===== config.mk =====
export PLATFORM = sky130hd
export DESIGN_NAME = bus_sequencer_flat
export DESIGN_NICKNAME = d
export VERILOG_FILES = /design/src/rtl/bus_sequencer_if.sv /design/src/rtl/bus_sequencer.sv /design/src/flat_wrapper.sv
export SDC_FILE = /design/constraint.sdc
export NUM_CORES = 1
export LEC_CHECK = 0
export CAP_MARGIN = 0
export CORE_UTILIZATION = 25
export CTS_BUF_LIST = sky130_fd_sc_hd__clkbuf_8
export CTS_CLUSTER_SIZE = 30
export DETAILED_ROUTE_END_ITERATION = 6
export PLACE_DENSITY = 0.45
export SYNTH_ARGS = -nofsm -noshare
export SYNTH_HDL_FRONTEND = slang
export SYNTH_SLANG_ARGS = --single-unit

===== constraint.sdc =====
create_clock -name i_Clk -period 4.5 [get_ports i_Clk]
set_clock_uncertainty 0.05 [all_clocks]
set_input_delay 0.9 -clock i_Clk [delete_from_list [all_inputs] [get_ports i_Clk]]
set_output_delay 0.9 -clock i_Clk [all_outputs]
set_load 0.02 [all_outputs]

===== src/rtl/bus_sequencer_if.sv =====
// Request-side and bus-side signal bundle of bus_sequencer.
// The master modport is the sequencer's view; the slave modport is the control unit / bus top view.
interface bus_sequencer_if #(
    parameter int DATA_W = 16
);
    logic              i_req_valid;
    logic              o_req_ready;
    logic [3:0]        i_req_write_id;
    logic [3:0]        i_req_write_cmd;
    logic [3:0]        i_req_read_id;
    logic [3:0]        i_req_read_cmd;
    logic [3:0]        o_write_id;
    logic [3:0]        o_write_command;
    logic [3:0]        o_read_id;
    logic [3:0]        o_read_command;
    logic              i_bus_valid;
    logic [DATA_W-1:0] i_bus_data;
    logic              o_done;
    logic              o_error;
    logic [DATA_W-1:0] o_data;
    logic              o_busy;

    modport master (
        input  i_req_valid, i_req_write_id, i_req_write_cmd, i_req_read_id, i_req_read_cmd,
        input  i_bus_valid, i_bus_data,
        output o_req_ready, o_write_id, o_write_command, o_read_id, o_read_command,
        output o_done, o_error, o_data, o_busy
    );

    modport slave (
        output i_req_valid, i_req_write_id, i_req_write_cmd, i_req_read_id, i_req_read_cmd,
        output i_bus_valid, i_bus_data,
        input  o_req_ready, o_write_id, o_write_command, o_read_id, o_read_command,
        input  o_done, o_error, o_data, o_busy
    );
endinterface


===== src/rtl/bus_sequencer.sv =====
// Bus initiator: queues transfer requests, issues them one at a time and reports done or timeout.
// Optional BUS_SEQ_STATS_EN adds saturating done/error event counters.
module bus_sequencer #(
    parameter int DATA_W  = 16,
    parameter int DEPTH   = 4,
    parameter int TIMEOUT = 8
) (
    input  logic            i_Clk,
    input  logic            i_Reset,
    bus_sequencer_if.master bus
`ifdef BUS_SEQ_STATS_EN
    ,
    output logic [15:0]     o_done_count,
    output logic [15:0]     o_error_count
`endif
);
    localparam int PTR_W = $clog2(DEPTH);
    localparam int CNT_W = $clog2(DEPTH) + 1;
    localparam int TMO_W = (TIMEOUT > 1) ? $clog2(TIMEOUT) : 1;
    localparam logic [CNT_W-1:0] FULL_CNT = CNT_W'(DEPTH);
    localparam logic [TMO_W-1:0] TMO_LAST = TMO_W'(TIMEOUT - 1);

    typedef struct packed {
        logic [3:0] write_id;
        logic [3:0] write_cmd;
        logic [3:0] read_id;
        logic [3:0] read_cmd;
    } req_t;

    typedef enum logic [1:0] {
        S_IDLE,
        S_ISSUE,
        S_RECOVER
    } state_t;

    req_t             mem [DEPTH];
    logic [PTR_W-1:0] wr_ptr;
    logic [PTR_W-1:0] rd_ptr;
    logic [CNT_W-1:0] count;
    logic             full;
    logic             empty;
    logic             push;
    logic             pop;
    req_t             req_in;
    req_t             head;

    state_t            state_q, state_d;
    req_t              ids_q, ids_d;
    logic [TMO_W-1:0]  tmo_q, tmo_d;
    logic              done_q, done_d;
    logic              error_q, error_d;
    logic [DATA_W-1:0] data_q, data_d;

    // A full FIFO refuses a push even on an edge that also pops.
    assign full   = (count == FULL_CNT);
    assign empty  = (count == '0);
    assign push   = bus.i_req_valid && !full;
    assign req_in = '{write_id:  bus.i_req_write_id,
                      write_cmd: bus.i_req_write_cmd,
                      read_id:   bus.i_req_read_id,
                      read_cmd:  bus.i_req_read_cmd};
    assign head   = mem[rd_ptr];

    // NOTE: the storage array has no reset; flushing clears pointers and count, so stale entries are never read.
    always_ff @(posedge i_Clk) begin
        if (push) begin
            mem[wr_ptr] <= req_in;
        end
    end

    // NOTE: all sequential state uses non-blocking assignments so every register samples pre-edge values.
    always_ff @(posedge i_Clk) begin
        if (!i_Reset) begin
            wr_ptr <= '0;
            rd_ptr <= '0;
            count  <= '0;
        end else begin
            if (push) wr_ptr <= wr_ptr + 1'b1;
            if (pop)  rd_ptr <= rd_ptr + 1'b1;
            case ({push, pop})
                2'b10:   count <= count + 1'b1;
                2'b01:   count <= count - 1'b1;
                default: ;
            endcase
        end
    end

    always_ff @(posedge i_Clk) begin
        if (!i_Reset) begin
            state_q <= S_IDLE;
        end else begin
            state_q <= state_d;
        end
    end

    // NOTE: every variable gets a default first so no path can leave one unassigned and infer a latch.
    always_comb begin
        state_d = state_q;
        ids_d   = '0;
        tmo_d   = tmo_q;
        done_d  = 1'b0;
        error_d = 1'b0;
        data_d  = data_q;
        pop     = 1'b0;
        unique case (state_q)
            S_IDLE: begin
                if (!empty) begin
                    ids_d   = head;
                    tmo_d   = '0;
                    state_d = S_ISSUE;
                end
            end
            S_ISSUE: begin
                ids_d = ids_q;
                // Valid is checked first so a word in the last permitted cycle completes rather than times out.
                if (bus.i_bus_valid) begin
                    data_d  = bus.i_bus_data;
                    done_d  = 1'b1;
                    ids_d   = '0;
                    pop     = 1'b1;
                    state_d = S_RECOVER;
                end else if (tmo_q == TMO_LAST) begin
                    error_d = 1'b1;
                    ids_d   = '0;
                    pop     = 1'b1;
                    state_d = S_RECOVER;
                end else begin
                    tmo_d = tmo_q + 1'b1;
                end
            end
            S_RECOVER: begin
                state_d = S_IDLE;
            end
            default: begin
                state_d = S_IDLE;
            end
        endcase
    end

    always_ff @(posedge i_Clk) begin
        if (!i_Reset) begin
            ids_q   <= '0;
            tmo_q   <= '0;
            done_q  <= 1'b0;
            error_q <= 1'b0;
            data_q  <= '0;
        end else begin
            ids_q   <= ids_d;
            tmo_q   <= tmo_d;
            done_q  <= done_d;
            error_q <= error_d;
            data_q  <= data_d;
        end
    end

`ifdef BUS_SEQ_STATS_EN
    always_ff @(posedge i_Clk) begin
        if (!i_Reset) begin
            o_done_count  <= '0;
            o_error_count <= '0;
        end else begin
            if (done_q && (o_done_count != 16'hFFFF))   o_done_count  <= o_done_count + 16'd1;
            if (error_q && (o_error_count != 16'hFFFF)) o_error_count <= o_error_count + 16'd1;
        end
    end
`endif

    assign bus.o_req_ready     = !full;
    assign bus.o_write_id      = ids_q.write_id;
    assign bus.o_write_command = ids_q.write_cmd;
    assign bus.o_read_id       = ids_q.read_id;
    assign bus.o_read_command  = ids_q.read_cmd;
    assign bus.o_done          = done_q;
    assign bus.o_error         = error_q;
    assign bus.o_data          = data_q;
    assign bus.o_busy          = !empty || (state_q != S_IDLE);
endmodule


===== src/flat_wrapper.sv =====
// flat-port wrapper written by rule: the top's interface ports become plain ports
module bus_sequencer_flat 
#(
    parameter int DATA_W  = 16,
    parameter int DEPTH   = 4,
    parameter int TIMEOUT = 8
)
  (i_Clk, i_Reset, bus_i_req_valid, bus_i_req_write_id, bus_i_req_write_cmd, bus_i_req_read_id, bus_i_req_read_cmd, bus_i_bus_valid, bus_i_bus_data, bus_o_req_ready, bus_o_write_id, bus_o_write_command, bus_o_read_id, bus_o_read_command, bus_o_done, bus_o_error, bus_o_data, bus_o_busy);
  bus_sequencer_if #(.DATA_W(DATA_W)) bus_i ();
  input  logic i_Clk;
  input  logic i_Reset;
  input wire logic [$bits(bus_i.i_req_valid)-1:0] bus_i_req_valid;
  input wire logic [$bits(bus_i.i_req_write_id)-1:0] bus_i_req_write_id;
  input wire logic [$bits(bus_i.i_req_write_cmd)-1:0] bus_i_req_write_cmd;
  input wire logic [$bits(bus_i.i_req_read_id)-1:0] bus_i_req_read_id;
  input wire logic [$bits(bus_i.i_req_read_cmd)-1:0] bus_i_req_read_cmd;
  input wire logic [$bits(bus_i.i_bus_valid)-1:0] bus_i_bus_valid;
  input wire logic [$bits(bus_i.i_bus_data)-1:0] bus_i_bus_data;
  output wire logic [$bits(bus_i.o_req_ready)-1:0] bus_o_req_ready;
  output wire logic [$bits(bus_i.o_write_id)-1:0] bus_o_write_id;
  output wire logic [$bits(bus_i.o_write_command)-1:0] bus_o_write_command;
  output wire logic [$bits(bus_i.o_read_id)-1:0] bus_o_read_id;
  output wire logic [$bits(bus_i.o_read_command)-1:0] bus_o_read_command;
  output wire logic [$bits(bus_i.o_done)-1:0] bus_o_done;
  output wire logic [$bits(bus_i.o_error)-1:0] bus_o_error;
  output wire logic [$bits(bus_i.o_data)-1:0] bus_o_data;
  output wire logic [$bits(bus_i.o_busy)-1:0] bus_o_busy;
  assign bus_i.i_req_valid = bus_i_req_valid;
  assign bus_i.i_req_write_id = bus_i_req_write_id;
  assign bus_i.i_req_write_cmd = bus_i_req_write_cmd;
  assign bus_i.i_req_read_id = bus_i_req_read_id;
  assign bus_i.i_req_read_cmd = bus_i_req_read_cmd;
  assign bus_i.i_bus_valid = bus_i_bus_valid;
  assign bus_i.i_bus_data = bus_i_bus_data;
  assign bus_o_req_ready = bus_i.o_req_ready;
  assign bus_o_write_id = bus_i.o_write_id;
  assign bus_o_write_command = bus_i.o_write_command;
  assign bus_o_read_id = bus_i.o_read_id;
  assign bus_o_read_command = bus_i.o_read_command;
  assign bus_o_done = bus_i.o_done;
  assign bus_o_error = bus_i.o_error;
  assign bus_o_data = bus_i.o_data;
  assign bus_o_busy = bus_i.o_busy;
  bus_sequencer #(.DATA_W(DATA_W), .DEPTH(DEPTH), .TIMEOUT(TIMEOUT)) u_core (.i_Clk(i_Clk), .i_Reset(i_Reset), .bus(bus_i));
endmodule

; ---- After elaboration in Yosys (flattened, before gate mapping)
; Memory sizes are Yosys's and may differ from the RTL's. A register that Yosys moved wholly into a read port is not among the register bits.
; Index checks and enable logic that the tools add are counted.
; W data, S select, Z words.
[op_classes]
n_eq_ne = 9
n_bitwise = 2
add_sub_neg = 5
n_reduce_logical = 14
n_mux = 21
[ops]
columns = cell, count
row1 = $mux W16, 3
row2 = $pmux W16 S2, 1
row3 = $pmux W3 S2, 2
row4 = $mux W2, 5
row5 = $mux W3, 3
row6 = $add A3 B1 Y3 const B, 2
row7 = $eq A3 B3 Y1 const B, 2
row8 = $mux W1, 6
row9 = $ne A2 B2 Y1 const B, 3
row10 = $reduce_and A2 Y1, 3
row11 = $reduce_bool A2 Y1, 3
row12 = $add A2 B1 Y2 const B, 2
row13 = $eq A2 B1 Y1 const B, 2
row14 = $pmux W2 S2, 1
row15 = $reduce_and A4 Y1, 1
row16 = $logic_not A3 Y1, 1
row17 = $ne A3 B2 Y1 const B, 1
row18 = $reduce_or A3 Y1, 1
row19 = $sub A3 B1 Y3 const B, 1
row20 = $eq A2 B2 Y1 const B, 1
row21 = $logic_not A1 Y1, 2
row22 = $logic_not A2 Y1, 1
row23 = $not A1 Y1, 2
row24 = $logic_and A1 B1 Y1, 1
row25 = $logic_or A1 B1 Y1, 1
[totals]
reg_bits = 46
mem_count = 1
elab_cells = 64
out_inout_bits = 36
ram_bits = 64
[memory_table]
columns = memory, words, word_bits, read_ports, rd_clocked_by_memory_dff, write_ports, line_no
row1 = u_core.mem, 4, 16, 1, 1, 1, bus_sequencer.sv:36  ; req_t mem [DEPTH];

; ---- Depth between registers and ports, before layout
[depth]
ltp_word = 6
ltp_mapped = 10

; ---- Worst setup path before layout
; Ideal clock, no wire load.
[synth_path]
kind = input to register
startpoint = input bus_i_req_valid
endpoint = register u_core.count[2]
required_time_ns = 4.380
setup_slack_ns = 2.096
setup_ns = 0.070
stages = 8
n_path_buf = 1
t_arrival_ns = 2.284
cell_sequence = buf_1 nand2_1 ha_1 inv_1 fa_1 xor2_1 or3_1 a21oi_1
[synth_between]
elab_chain_len = 3
elab_cells_between_ends = 5
classes_between = eq/ne: 2 / mux: 1 / reduce/logical: 2
[synth_lines]
columns = element, line_no
row1 = from (decl), flat_wrapper.sv:12  ; input wire logic [$bits(bus_i.i_req_valid)-1:0] bus_i_req_valid;
row2 = $logic_and A1 B1 Y1 *, bus_sequencer.sv:57  ; assign push = bus.i_req_valid && !full;
row3 = $eq A2 B1 Y1 or $eq A2 B2 Y1 (tied branches), bus_sequencer.sv:80  ; case ({push, pop})
row4 = $pmux W3 S2 or $reduce_bool A2 Y1 (tied branches), --
row5 = to (signal assigned), bus_sequencer.sv:81  ; 2'b10: count <= count + 1'b1;
row6 = to (signal assigned), bus_sequencer.sv:82  ; 2'b01: count <= count - 1'b1;
row7 = to (decl), bus_sequencer.sv:39  ; logic [CNT_W-1:0] count;
; Every way passes the cells marked *; elsewhere a longest branch is shown, timed or not.
; A chain may end at the register's enable or synchronous reset.

==> results.ini <==
[layout]
filler_cell_count = 1632
register_area_um2 = 2880
final_layout_size_suffix_gt1_share_pct = 8.29
finalNonFillerCells = 570
design_area_um2 = 5280
number_of_nets_in_the_final_layout = 389
antennaDiodeCount = 0
area.growth.synth_to_final_pct = 25.1
multi_input_area_um2 = 1200

[routing]
drt_first_iter_violations = 121
drc = 0
vias_per_cell = 4.25
route.final.wire_length_um = 8470
ant_nets = 0
detailedRoute.firstPassIterationCount = 6
detailed_route_via_count = 2424
detail_route.wl_per_cell_um = 14.9

[floorplanning]
initial_core_util_pct = 25.5
die_w_um = 132
pin_count = 72
total_die_area_um2 = 17400
coreArea_um2 = 16500
die_span_y_um = 132
standard_cell_rows = 47

[sta]
period_minus_slack_ps = 2900
max_freq_mhz = 345
timing_worst_slew_pin_value_ps = 1120
final-hold-violation-count = 0
final_max_slew_viol_count = 0
fin_tns_setup_ps = 0
finalSetupViolations = 0
max_slew_margin_pct = 25.1
rsz0062_at_grt = no
finalCritPeriodShare_pct = 64.3

[placement]
replace_congestion = 0.709
io_buffer_count = 71
dp.cells = 554
detailed_place.area_um2 = 5100
hpwl_um = 5410

[grt]
global_route.usage.total_pct = 10.3
grt.met2_usage_pct = 16.2
global_route_wire_length_before_repair_um = 13400
grtUsageMet3_pct = 4.11
gr_layer_usage_met1_pct = 12.6
grt_pass1_vias = 2480
antenna_found_initial = 0
grt_start_max_net_pins = 31
grt_busiest_layer = met2
grt_remaining_overflow = 0

[clock_tree]
clk-insertion-delay-late_ps = 370
ctsHtreeMaxLevel = 3
cts_buf_count = 9
cts_root_buf = clkbuf_8
clock-sinks = 112
clock_transition_at_the_registers_of_the_reported_paths_ps = 100
cts_tree = yes
holdBufCountCts = 0
cts-root-to-sink-buffers = 2
post_cts_buffers = 0
post_cts_resize_count = 0

[logic_synthesis]
yosysTopAreaCellShare_pct = 45.5
syn-cell-area_um2 = 4220
number_of_distinct_library_cells_after_synthesis = 37
count_leader_synth = edfxtp_1
synth_ff_type = edfxtp_1
synth_commonest_cells = 64 x edfxtp_1, 48 x dfxtp_1, 36 x nand2_1, 27 x a21oi_1, 16 x a22o_1
synth.net_count = 322
synth.area.top_cells = edfxtp_1 46%, dfxtp_1 23%, mux4_2 5.3%
postSynth.asyncResetShare_pct = 0
synth.yosys.warnings = 0
synth_enable_flop_cells = 64
synth_cells = 278
syn_avg_cell_area_um2 = 15.2
ys_seq_elements = 112
share_of_the_yosys_chip_area_belonging_to_registers_pct = 68.3
synth_largest_area_cell = edfxtp_1

[min_path]
worst_hold_path_type = reg -> reg
holdPathStages = 2

[critical_path]
cp.arrival_ps = 3170
critPathKind = in -> reg
rr_worst_depth = 8
crit_fanout = 30
cp_data_required_time_ps = 4770
critPathLaunchType = primary input
worstSetupEndpointType = flip-flop

[pwr]
power_dens_cells_nw_per_um2 = 451
leakage_uw = 0.00176
vdd_ir_drop_max_mv = 0.147

[outcome]
status = finished, final reports clean

[flow_run]
cap_viol_max_count = 0

layout make-up:
cell class / count / area share, %
clock inverters: 7 / 1.11
multi-input cells: 143 / 22.7
clock buffers: 9 / 2.34
well taps: 220 / 5.21
flip-flops and latches: 112 / 54.6
repair buffers: 72 / 13.6
inverters: 7 / 0.497
sequential cells by signal, indices dropped and copies added (netlist names), named ones only:
| name | cells |
|---|---|
| u_core.bus.o_data | 16 |
| u_core.bus.o_done | 1 |
| u_core.bus.o_error | 1 |
| u_core.bus.o_read_command | 4 |
| u_core.bus.o_read_id | 4 |
| u_core.bus.o_write_command | 4 |
| u_core.bus.o_write_id | 4 |
| u_core.count | 3 |
| u_core.mem | 64 |
| u_core.rd_ptr | 2 |
| u_core.state_q | 2 |
| u_core.tmo_q | 3 |
| u_core.wr_ptr | 2 |
cell families (layout without fill, tap and decap cells):
logic type	count (synthesis)	count (layout)	synth area share, %
flip-flops	112	112	68.3
AND/OR/NAND/NOR	66	66	8.42
AO/OA/AOI/OAI	51	51	7.91
buffers and inverters	23	95	3.35
multiplexers	16	16	9.07
adder cells (fa/ha/maj)	8	8	2.55
XOR/XNOR	2	2	0.415
where the power goes:
part           total, µW  internal [µW]  switching [µW]
registers           1280           1190            85.2
logic                539            261             278
clock network        568            250             318
total               2380           1700             681
critical path, cell delays in order:
cell	delay, ps
clkdlybuf4s50_1	530
inv_1	440
nor4_4	1030
a22o_1	260
routing by layer:
layer / share of wire (%) / vias up / wire (µm)
met5: 0 / - / 0
met4: 1.8 / 0 / 150
met3: 7.1 / 15 / 599
met2: 46 / 76 / 3880
met1: 45 / 1162 / 3840
li1: - / 1171 / -
through the flow:
step | hold WS [ps] | setup WS (ps) | utilization, % | power, µW
6_report | 410 | 1600 | 32.0 | 2380
5_1_grt | 427 | 1380 | 32.0 | 2510
4_1_cts | 412 | 1590 | 32.0 | 2420
3_5_place_dp | 396 | 1190 | 30.9 | 1850
3_3_place_gp | 393 | 1250 | 30.9 | 1840
2_1_floorplan | 405 | 2100 | - | 1630
path summary, 6_finish.rpt:
path | startpoint | end | slack [ps]
worst max-delay path | i_Reset | u_core.bus.o_write_command[2] | 1600
worst min register to register | u_core.bus.o_data[6] | u_core.bus.o_data[6] | 410
worst max register to register | u_core.count[2] | u_core.count[2] | 2050
worst min-delay path | u_core.bus.o_data[6] | u_core.bus.o_data[6] | 410
cell usage in the layout (no fill, tap or decap), drive strengths merged, types with 2 or more instances in the layout:
| cell type | netlist | layout |
|---|---|---|
| clkdlybuf4s50 | 0 | 71 |
| edfxtp | 64 | 64 |
| dfxtp | 48 | 48 |
| nand2 | 36 | 36 |
| a21oi | 27 | 27 |
| a22o | 16 | 16 |
| mux4 | 16 | 16 |
| inv | 7 | 10 |
| clkbuf | 2 | 9 |
| nor2 | 8 | 8 |
| ha | 7 | 7 |
| and3 | 4 | 4 |
| nand2b | 3 | 3 |
| o311ai | 3 | 3 |
| nor3 | 2 | 2 |
| nand3 | 2 | 2 |
| a21o | 2 | 2 |
| xor2 | 2 | 2 |
| o21ai | 2 | 2 |
| or3 | 2 | 2 |
| clkinv | 0 | 2 |
| nand3b | 2 | 2 |
Power figures use the tool's default switching activity.
